`src/rtl/mem_dbus_stage.sv`:
```
// mem_dbus_stage: MEM stage that runs load/store micro-ops as single-beat req/ack data-bus accesses, stalling the pipe until done.
// Define UNALIGNED_EXC_EN to trap misaligned accesses (excp_adel/excp_ades); otherwise low address bits are forced to alignment.
module mem_dbus_stage #(
  parameter int DATA_W     = 32,
  parameter int REG_ADDR_W = 5
) (
  input  logic                  clk,
  input  logic                  rst,
  input  logic [3:0]            mem_op,
  input  logic [DATA_W-1:0]     mem_addr,
  input  logic [DATA_W-1:0]     mem_store_data,
  input  logic [DATA_W-1:0]     ex_reg_write_data,
  input  logic [REG_ADDR_W-1:0] ex_reg_write_addr,
  input  logic                  ex_reg_write_en,
  input  logic [DATA_W-1:0]     ex_hi_write_data,
  input  logic [DATA_W-1:0]     ex_lo_write_data,
  input  logic                  ex_hilo_write_en,
  input  logic                  ex_cp0_reg_write_en,
  input  logic [4:0]            ex_cp0_reg_write_addr,
  input  logic [DATA_W-1:0]     ex_cp0_reg_write_data,
  input  logic                  ex_LLbit_write_en,
  input  logic                  ex_LLbit_data,
  input  logic                  flush,
  output logic [DATA_W-1:0]     mem_reg_write_data,
  output logic [REG_ADDR_W-1:0] mem_reg_write_addr,
  output logic                  mem_reg_write_en,
  output logic [DATA_W-1:0]     mem_hi_write_data,
  output logic [DATA_W-1:0]     mem_lo_write_data,
  output logic                  mem_hilo_write_en,
  output logic                  mem_cp0_reg_write_en,
  output logic [4:0]            mem_cp0_reg_write_addr,
  output logic [DATA_W-1:0]     mem_cp0_reg_write_data,
  output logic                  mem_LLbit_write_en,
  output logic                  mem_LLbit_data,
  output logic                  stallreq_mem,
  output logic                  data_req,
  output logic                  data_we,
  output logic [DATA_W-1:0]     data_addr,
  output logic [3:0]            data_sel,
  output logic [DATA_W-1:0]     data_wdata,
  input  logic [DATA_W-1:0]     data_rdata,
  input  logic                  data_ack,
  output logic                  excp_adel,
  output logic                  excp_ades,
  output logic [DATA_W-1:0]     excp_badvaddr
);

  localparam logic [3:0] OP_LB  = 4'd1;
  localparam logic [3:0] OP_LBU = 4'd2;
  localparam logic [3:0] OP_LH  = 4'd3;
  localparam logic [3:0] OP_LHU = 4'd4;
  localparam logic [3:0] OP_LW  = 4'd5;
  localparam logic [3:0] OP_SB  = 4'd6;
  localparam logic [3:0] OP_SH  = 4'd7;
  localparam logic [3:0] OP_SW  = 4'd8;

  typedef enum logic [1:0] {S_IDLE, S_REQ, S_DONE, S_ABORT} state_t;

  state_t            state_q;
  logic              req_q, we_q;
  logic [DATA_W-1:0] addr_q, wdata_q, rdata_q;
  logic [3:0]        sel_q, op_q;

  logic              is_load, is_store, is_byte, is_half, is_word;
  logic              misalign, idle_go;
  logic [DATA_W-1:0] addr_d, wdata_d;
  logic [3:0]        sel_d;
  logic [7:0]        ld_byte;
  logic [15:0]       ld_half;

  always_comb begin
    is_load  = 1'b0;
    is_store = 1'b0;
    is_byte  = 1'b0;
    is_half  = 1'b0;
    is_word  = 1'b0;
    case (mem_op)
      OP_LB, OP_LBU: begin is_load  = 1'b1; is_byte = 1'b1; end
      OP_LH, OP_LHU: begin is_load  = 1'b1; is_half = 1'b1; end
      OP_LW:         begin is_load  = 1'b1; is_word = 1'b1; end
      OP_SB:         begin is_store = 1'b1; is_byte = 1'b1; end
      OP_SH:         begin is_store = 1'b1; is_half = 1'b1; end
      OP_SW:         begin is_store = 1'b1; is_word = 1'b1; end
      default: ;
    endcase
  end

`ifdef UNALIGNED_EXC_EN
  assign misalign      = (is_half && mem_addr[0]) || (is_word && (mem_addr[1:0] != 2'b00));
  assign addr_d        = mem_addr;
  assign excp_adel     = !rst && (state_q == S_IDLE) && is_load && misalign;
  assign excp_ades     = !rst && (state_q == S_IDLE) && is_store && misalign;
  assign excp_badvaddr = (excp_adel || excp_ades) ? mem_addr : '0;
`else
  assign misalign      = 1'b0;
  assign addr_d        = {mem_addr[DATA_W-1:2], mem_addr[1] & ~is_word, mem_addr[0] & ~(is_half | is_word)};
  assign excp_adel     = 1'b0;
  assign excp_ades     = 1'b0;
  assign excp_badvaddr = '0;
`endif

  always_comb begin
    sel_d   = 4'b0000;
    wdata_d = '0;
    if (is_byte) begin
      sel_d   = 4'b0001 << addr_d[1:0];
      wdata_d = {4{mem_store_data[7:0]}};
    end else if (is_half) begin
      sel_d   = addr_d[1] ? 4'b1100 : 4'b0011;
      wdata_d = {2{mem_store_data[15:0]}};
    end else if (is_word) begin
      sel_d   = 4'b1111;
      wdata_d = mem_store_data;
    end
    if (!is_store) wdata_d = '0;
  end

  assign idle_go      = (state_q == S_IDLE) && (is_load || is_store) && !misalign && !flush;
  assign stallreq_mem = !rst && (idle_go || (state_q == S_REQ) || (state_q == S_ABORT));

  // Once raised, the request is held until ack even if the op is flushed (ABORT).
  always_ff @(posedge clk) begin
    if (rst) begin
      state_q <= S_IDLE;
      req_q   <= 1'b0;
      we_q    <= 1'b0;
      addr_q  <= '0;
      sel_q   <= 4'b0000;
      wdata_q <= '0;
      rdata_q <= '0;
      op_q    <= 4'd0;
    end else begin
      case (state_q)
        S_IDLE: begin
          if (idle_go) begin
            state_q <= S_REQ;
            req_q   <= 1'b1;
            we_q    <= is_store;
            addr_q  <= addr_d;
            sel_q   <= sel_d;
            wdata_q <= wdata_d;
            op_q    <= mem_op;
          end
        end
        S_REQ: begin
          if (data_ack) begin
            state_q <= S_DONE;
            req_q   <= 1'b0;
            rdata_q <= data_rdata;
          end else if (flush) begin
            state_q <= S_ABORT;
          end
        end
        S_DONE: state_q <= S_IDLE;
        S_ABORT: begin
          if (data_ack) begin
            state_q <= S_IDLE;
            req_q   <= 1'b0;
          end
        end
        default: state_q <= S_IDLE;
      endcase
    end
  end

  assign data_req   = req_q;
  assign data_we    = we_q;
  assign data_addr  = addr_q;
  assign data_sel   = sel_q;
  assign data_wdata = wdata_q;

  always_comb begin
    ld_byte = rdata_q[7:0];
    case (addr_q[1:0])
      2'd1:    ld_byte = rdata_q[15:8];
      2'd2:    ld_byte = rdata_q[23:16];
      2'd3:    ld_byte = rdata_q[31:24];
      default: ;
    endcase
    ld_half = addr_q[1] ? rdata_q[31:16] : rdata_q[15:0];
  end

  always_comb begin
    mem_reg_write_data = ex_reg_write_data;
    if (state_q == S_DONE) begin
      case (op_q)
        OP_LB:   mem_reg_write_data = {{24{ld_byte[7]}}, ld_byte};
        OP_LBU:  mem_reg_write_data = {24'd0, ld_byte};
        OP_LH:   mem_reg_write_data = {{16{ld_half[15]}}, ld_half};
        OP_LHU:  mem_reg_write_data = {16'd0, ld_half};
        OP_LW:   mem_reg_write_data = rdata_q;
        default: ;
      endcase
    end
  end

  assign mem_reg_write_addr     = ex_reg_write_addr;
  assign mem_reg_write_en       = ex_reg_write_en && !rst && !flush && !stallreq_mem && !excp_adel && !excp_ades;
  assign mem_hi_write_data      = ex_hi_write_data;
  assign mem_lo_write_data      = ex_lo_write_data;
  assign mem_hilo_write_en      = ex_hilo_write_en && !rst && !flush;
  assign mem_cp0_reg_write_en   = ex_cp0_reg_write_en && !rst && !flush;
  assign mem_cp0_reg_write_addr = ex_cp0_reg_write_addr;
  assign mem_cp0_reg_write_data = ex_cp0_reg_write_data;
  assign mem_LLbit_write_en     = ex_LLbit_write_en && !rst && !flush;
  assign mem_LLbit_data         = ex_LLbit_data;

endmodule

```
`config.mk`:
```
export PLATFORM = sky130hd
export DESIGN_NAME = mem_dbus_stage
export DESIGN_NICKNAME = d
export VERILOG_FILES = /design/src/rtl/mem_dbus_stage.sv
export SDC_FILE = /design/constraint.sdc
export NUM_CORES = 1
export LEC_CHECK = 0
export BUFFER_PORTS_ARGS = -buffer_cell sky130_fd_sc_hd__buf_4
export CELL_PAD_IN_SITES_DETAIL_PLACEMENT = 0
export CELL_PAD_IN_SITES_GLOBAL_PLACEMENT = 1
export CORE_AREA = 2 2 190 192
export CTS_BUF_LIST = sky130_fd_sc_hd__clkbuf_16
export DETAILED_ROUTE_END_ITERATION = 10
export DIE_AREA = 0 0 192 194
export PLACE_DENSITY = 0.68
export REMOVE_ABC_BUFFERS = 1
export SLEW_MARGIN = 20
export SYNTH_ARGS = -nofsm -noshare
export SYNTH_HDL_FRONTEND = slang
export SYNTH_SLANG_ARGS = --single-unit
```
`constraint.sdc`:
```
create_clock -name clk -period 4 [get_ports clk]
set_input_delay 0.4 -clock clk [delete_from_list [all_inputs] [get_ports clk]]
set_output_delay 0.4 -clock clk [all_outputs]
set_load 0.03 [all_outputs]
```
==> summary.md <==
| Metric | Value |
|---|---|
| Post-Synth Simple-Gate Area | 20.8% |
| Slew @ Worst Pin | 985 ps |
| Initial antenna violation count | 0 |
| R2r worst-path depth | 5 |
| Max-slew violations | 0 |
| Clock Power Share | 35.6% |
| Cell Rows | 69 |
| Post-synth EDFFs | 0 |
| Antenna-violating nets left | 0 |
| Synth top area cells | dfxtp_1 (32%), buf_4 (17%), nand2_1 (11%), a21oi_1 (8.6%), nor2_1 (3.4%) |
| Sink Count | 108 |
| Worst setup EP type | output pin |
| Reg-to-Reg End | data_wdata[4]$_SDFFE_PP0P_ |
| Area Overhead vs Synth | 24.1% |
| Largest net degree at the start of global routing | 62 |
| #FFs+latches synth | 108 |
| Resized Gates After CTS | 0 |
| Vias post-DR | 6,573 |
| Die Span X | 192 um |
| Post-Syn Instances | 875 |
| Mean Syn Cell Area | 7.62 um2 |
| Most instantiated cells after synthesis | nand2_1 (187), buf_4 (149), a21oi_1 (114), dfxtp_1 (108), nor2_1 (61) |
| Netlist cell types | 65 |
| Switching power | 907 uW |
| Rel. slew slack | 34.1% |
| Final Net Count | 1,219 |
| Worst hold-check path type | primary input to flop |
| First-pass GRT wire length | 49,900 um |
| Post-layout util | 23.5% |
| WHS Path Cells | 2 |
| DRT iter0 DRCs | 420 |
| CTS tree | done |
| Synth area leader | dfxtp_1 |
| Most common cell in the netlist | nand2_1 |
| Tmin final | 3150 ps |
| Die area | 37,200 um2 |
| Final hold vios | 0 |
| CTS buffer count | 9 |
| GP Congestion | 0.812 |
| FFs w/ async S/R, synth | 0% |
| Setup tns final | 0 ps |
| Max Buffers Root-to-Sink | 2 |
| Mux cell area share after synthesis | 4.37% |
| Diodes inserted | 0 |
| Max cap viols | 0 |
| Max VDD drop | 187 uV |
| Top Ports | 495 |
| Layout Skew | 4.61 ps |
| Initial Utilization | 18.9% |
| Grt total ovfl | 0 |
| Worst-skew pair later-pin latency | 380 ps |
| CTS clk-pin slew, worst paths | 80 ps |
| Die height | 194 um |
| Root Buffer | clkbuf_16 |
| Post-DP HPWL | 29,800 um |
| Yosys top cell area share | 32.4% |
| Startpoint types | flop |
| PortBufs | 246 |
| Final WL | 37,700 um |
| Sw frac | 32.8% |
| RSZ-0062 raised after global routing | no |
| Synth Cell Area | 6660 um2 |
| Drt wl/cell | 26.2 um |
| Worst Hold End | state_q[1]$_SDFFE_PP0P_ |
| Post-synthesis adder-cell area fraction | 0% |
| Vias in the first global route | 6,029 |
| Layout cells sized above 1 | 30.7% |
| Via density | 4.57 |
| Part of the power in registers | 41.7% |
| Final count of negative-setup-slack endpoints | 0 |
| Hold path start | data_ack |
| Outcome | completed |
| Largest family of logic cells by synthesized area | compound AO/OA/AOI/OAI gates |
| WS Path Type | flop to output pin |
| Cts-stage hold buffer count | 0 |
| R2r startpoint | state_q[1]$_SDFFE_PP0P_ |
| PD cells | 334 nW/um2 |
| Combinational fraction of design power | 22.6% |
| Number of cells after detailed placement | 1,422 |
| Fin crit share | 78.8% |
| Seq/Total Area, Yosys | 32.4% |
| Synth Area in XOR/XNOR | 0.131% |
| Post-CTS Setup Inserts | 0 |
| F_max | 317 MHz |
| H-tree levels | 3 |
| DRC Markers | 0 |
| Compound-Gate Fraction of Synth Area | 21.5% |
| Flop-to-flop setup slack | 1620 ps |
| Crit path DAT | 2750 ps |
| Ys flop type | dfxtp_1 |
| Core area | 35,200 um2 |
| All-Layer GR Usage | 19.4% |
| CP required | 3600 ps |
| Cell-internal power | 1850 uW |
| Final cell count without fillers | 1,438 |
| CP max FO | 11 |
| Leakage | 0.00334 uW |
| Syn. warnings | 0 |
| Pre-Repair DR Iteration Count | 4 |
power by group through the flow:
stage                     Combinational [uW]  Sequential, uW  Clock, uW
after floorplan                          265            1230          0
after global placement                   627            1180          0
after detailed placement                 630            1180          0
after CTS                                631            1150       1040
after global routing                     675            1160       1070
final                                    625            1150        984
worst max-delay path: stages, from the launching register on:
cell,delay (ps)
dfxtp_1,450
or3b_1,480
a211oi_4,450
a21boi_2,610
a21oi_1,150
buf_4,210
flip-flops by register name, indices dropped and copies added, names as in the netlist:
signal      cells
data_addr      32
data_wdata     32
rdata_q        32
data_sel        4
op_q            4
state_q         2
data_req        1
data_we         1
placed cells by master, fill, tap and decap left out, types with 4 or more instances in the layout:
| master | netlist | routed |
|---|---|---|
| buf_4 | 149 | 258 |
| nand2_1 | 187 | 187 |
| a21oi_1 | 114 | 114 |
| dfxtp_1 | 108 | 108 |
| nor2_1 | 61 | 60 |
| conb_1 | 1 | 34 |
| a22oi_1 | 24 | 24 |
| nor2b_1 | 18 | 18 |
| o211ai_1 | 16 | 16 |
| o21ai_0 | 11 | 11 |
| mux2i_1 | 10 | 10 |
| a22o_1 | 9 | 9 |
| clkbuf_16 | 0 | 9 |
| o221ai_1 | 8 | 8 |
| o31ai_1 | 8 | 8 |
| mux4_2 | 6 | 6 |
| nand2b_1 | 5 | 5 |
| mux2_2 | 5 | 5 |
| nor3_1 | 5 | 5 |
| and3_1 | 5 | 5 |
| a21o_1 | 4 | 4 |
| a31oi_1 | 4 | 4 |
| and2_1 | 4 | 4 |
| nand3b_1 | 4 | 4 |
final cells by class:
cell class                      count  area (um2)
Multi-Input combinational cell    591        3270
Fill cell                        3983       27000
Clock inverter                      7        83.8
Clock buffer                        9         225
Timing Repair Buffer              258        1940
Inverter                            4        15.0
Sequential cell                   108        2160
Tap cell                          461         577
per-stage QoR:
stage	instance area (um2)	power (uW)	setup slack (ps)	hold WS, ps
2_1_floorplan	5420	1490	646	440
3_3_place_gp	7960	1800	1320	440
3_5_place_dp	7960	1810	1280	448
4_1_cts	8270	2830	832	204
5_1_grt	8270	2910	676	220
6_report	8270	2760	850	232
cells by family after synthesis:
logic type	after synthesis
compound gates	223
xor+xnor	1
buf+inv	209
flops	108
mux	21
other cells	1
simple gates	312
per-layer routing:
metal | up-vias | wire (um) | global-route usage, %
met1 | 2999 | 13800 | 20.9
met3 | 24 | 8460 | 19.9
met2 | 528 | 14600 | 25.6
met5 | - | 439 | 9.42
li1 | 3012 | - | -
met4 | 10 | 377 | 3.96
worst max path at each step:
stage                                     from  slack (ps)                     end  depth (start not counted)
after global routing      op_q[2]$_SDFFE_PP0P_         680   mem_reg_write_data[2]                          6
after detailed placement  op_q[3]$_SDFFE_PP0P_        1280  mem_reg_write_data[12]                          5
after floorplan           op_q[2]$_SDFFE_PP0P_         650   mem_reg_write_data[4]                          4
final                     op_q[3]$_SDFFE_PP0P_         850  mem_reg_write_data[12]                          5
after CTS                 op_q[3]$_SDFFE_PP0P_         830  mem_reg_write_data[12]                          5
after global placement    op_q[3]$_SDFFE_PP0P_        1320  mem_reg_write_data[12]                          5
No activity file was read; power rests on OpenSTA's default activity.
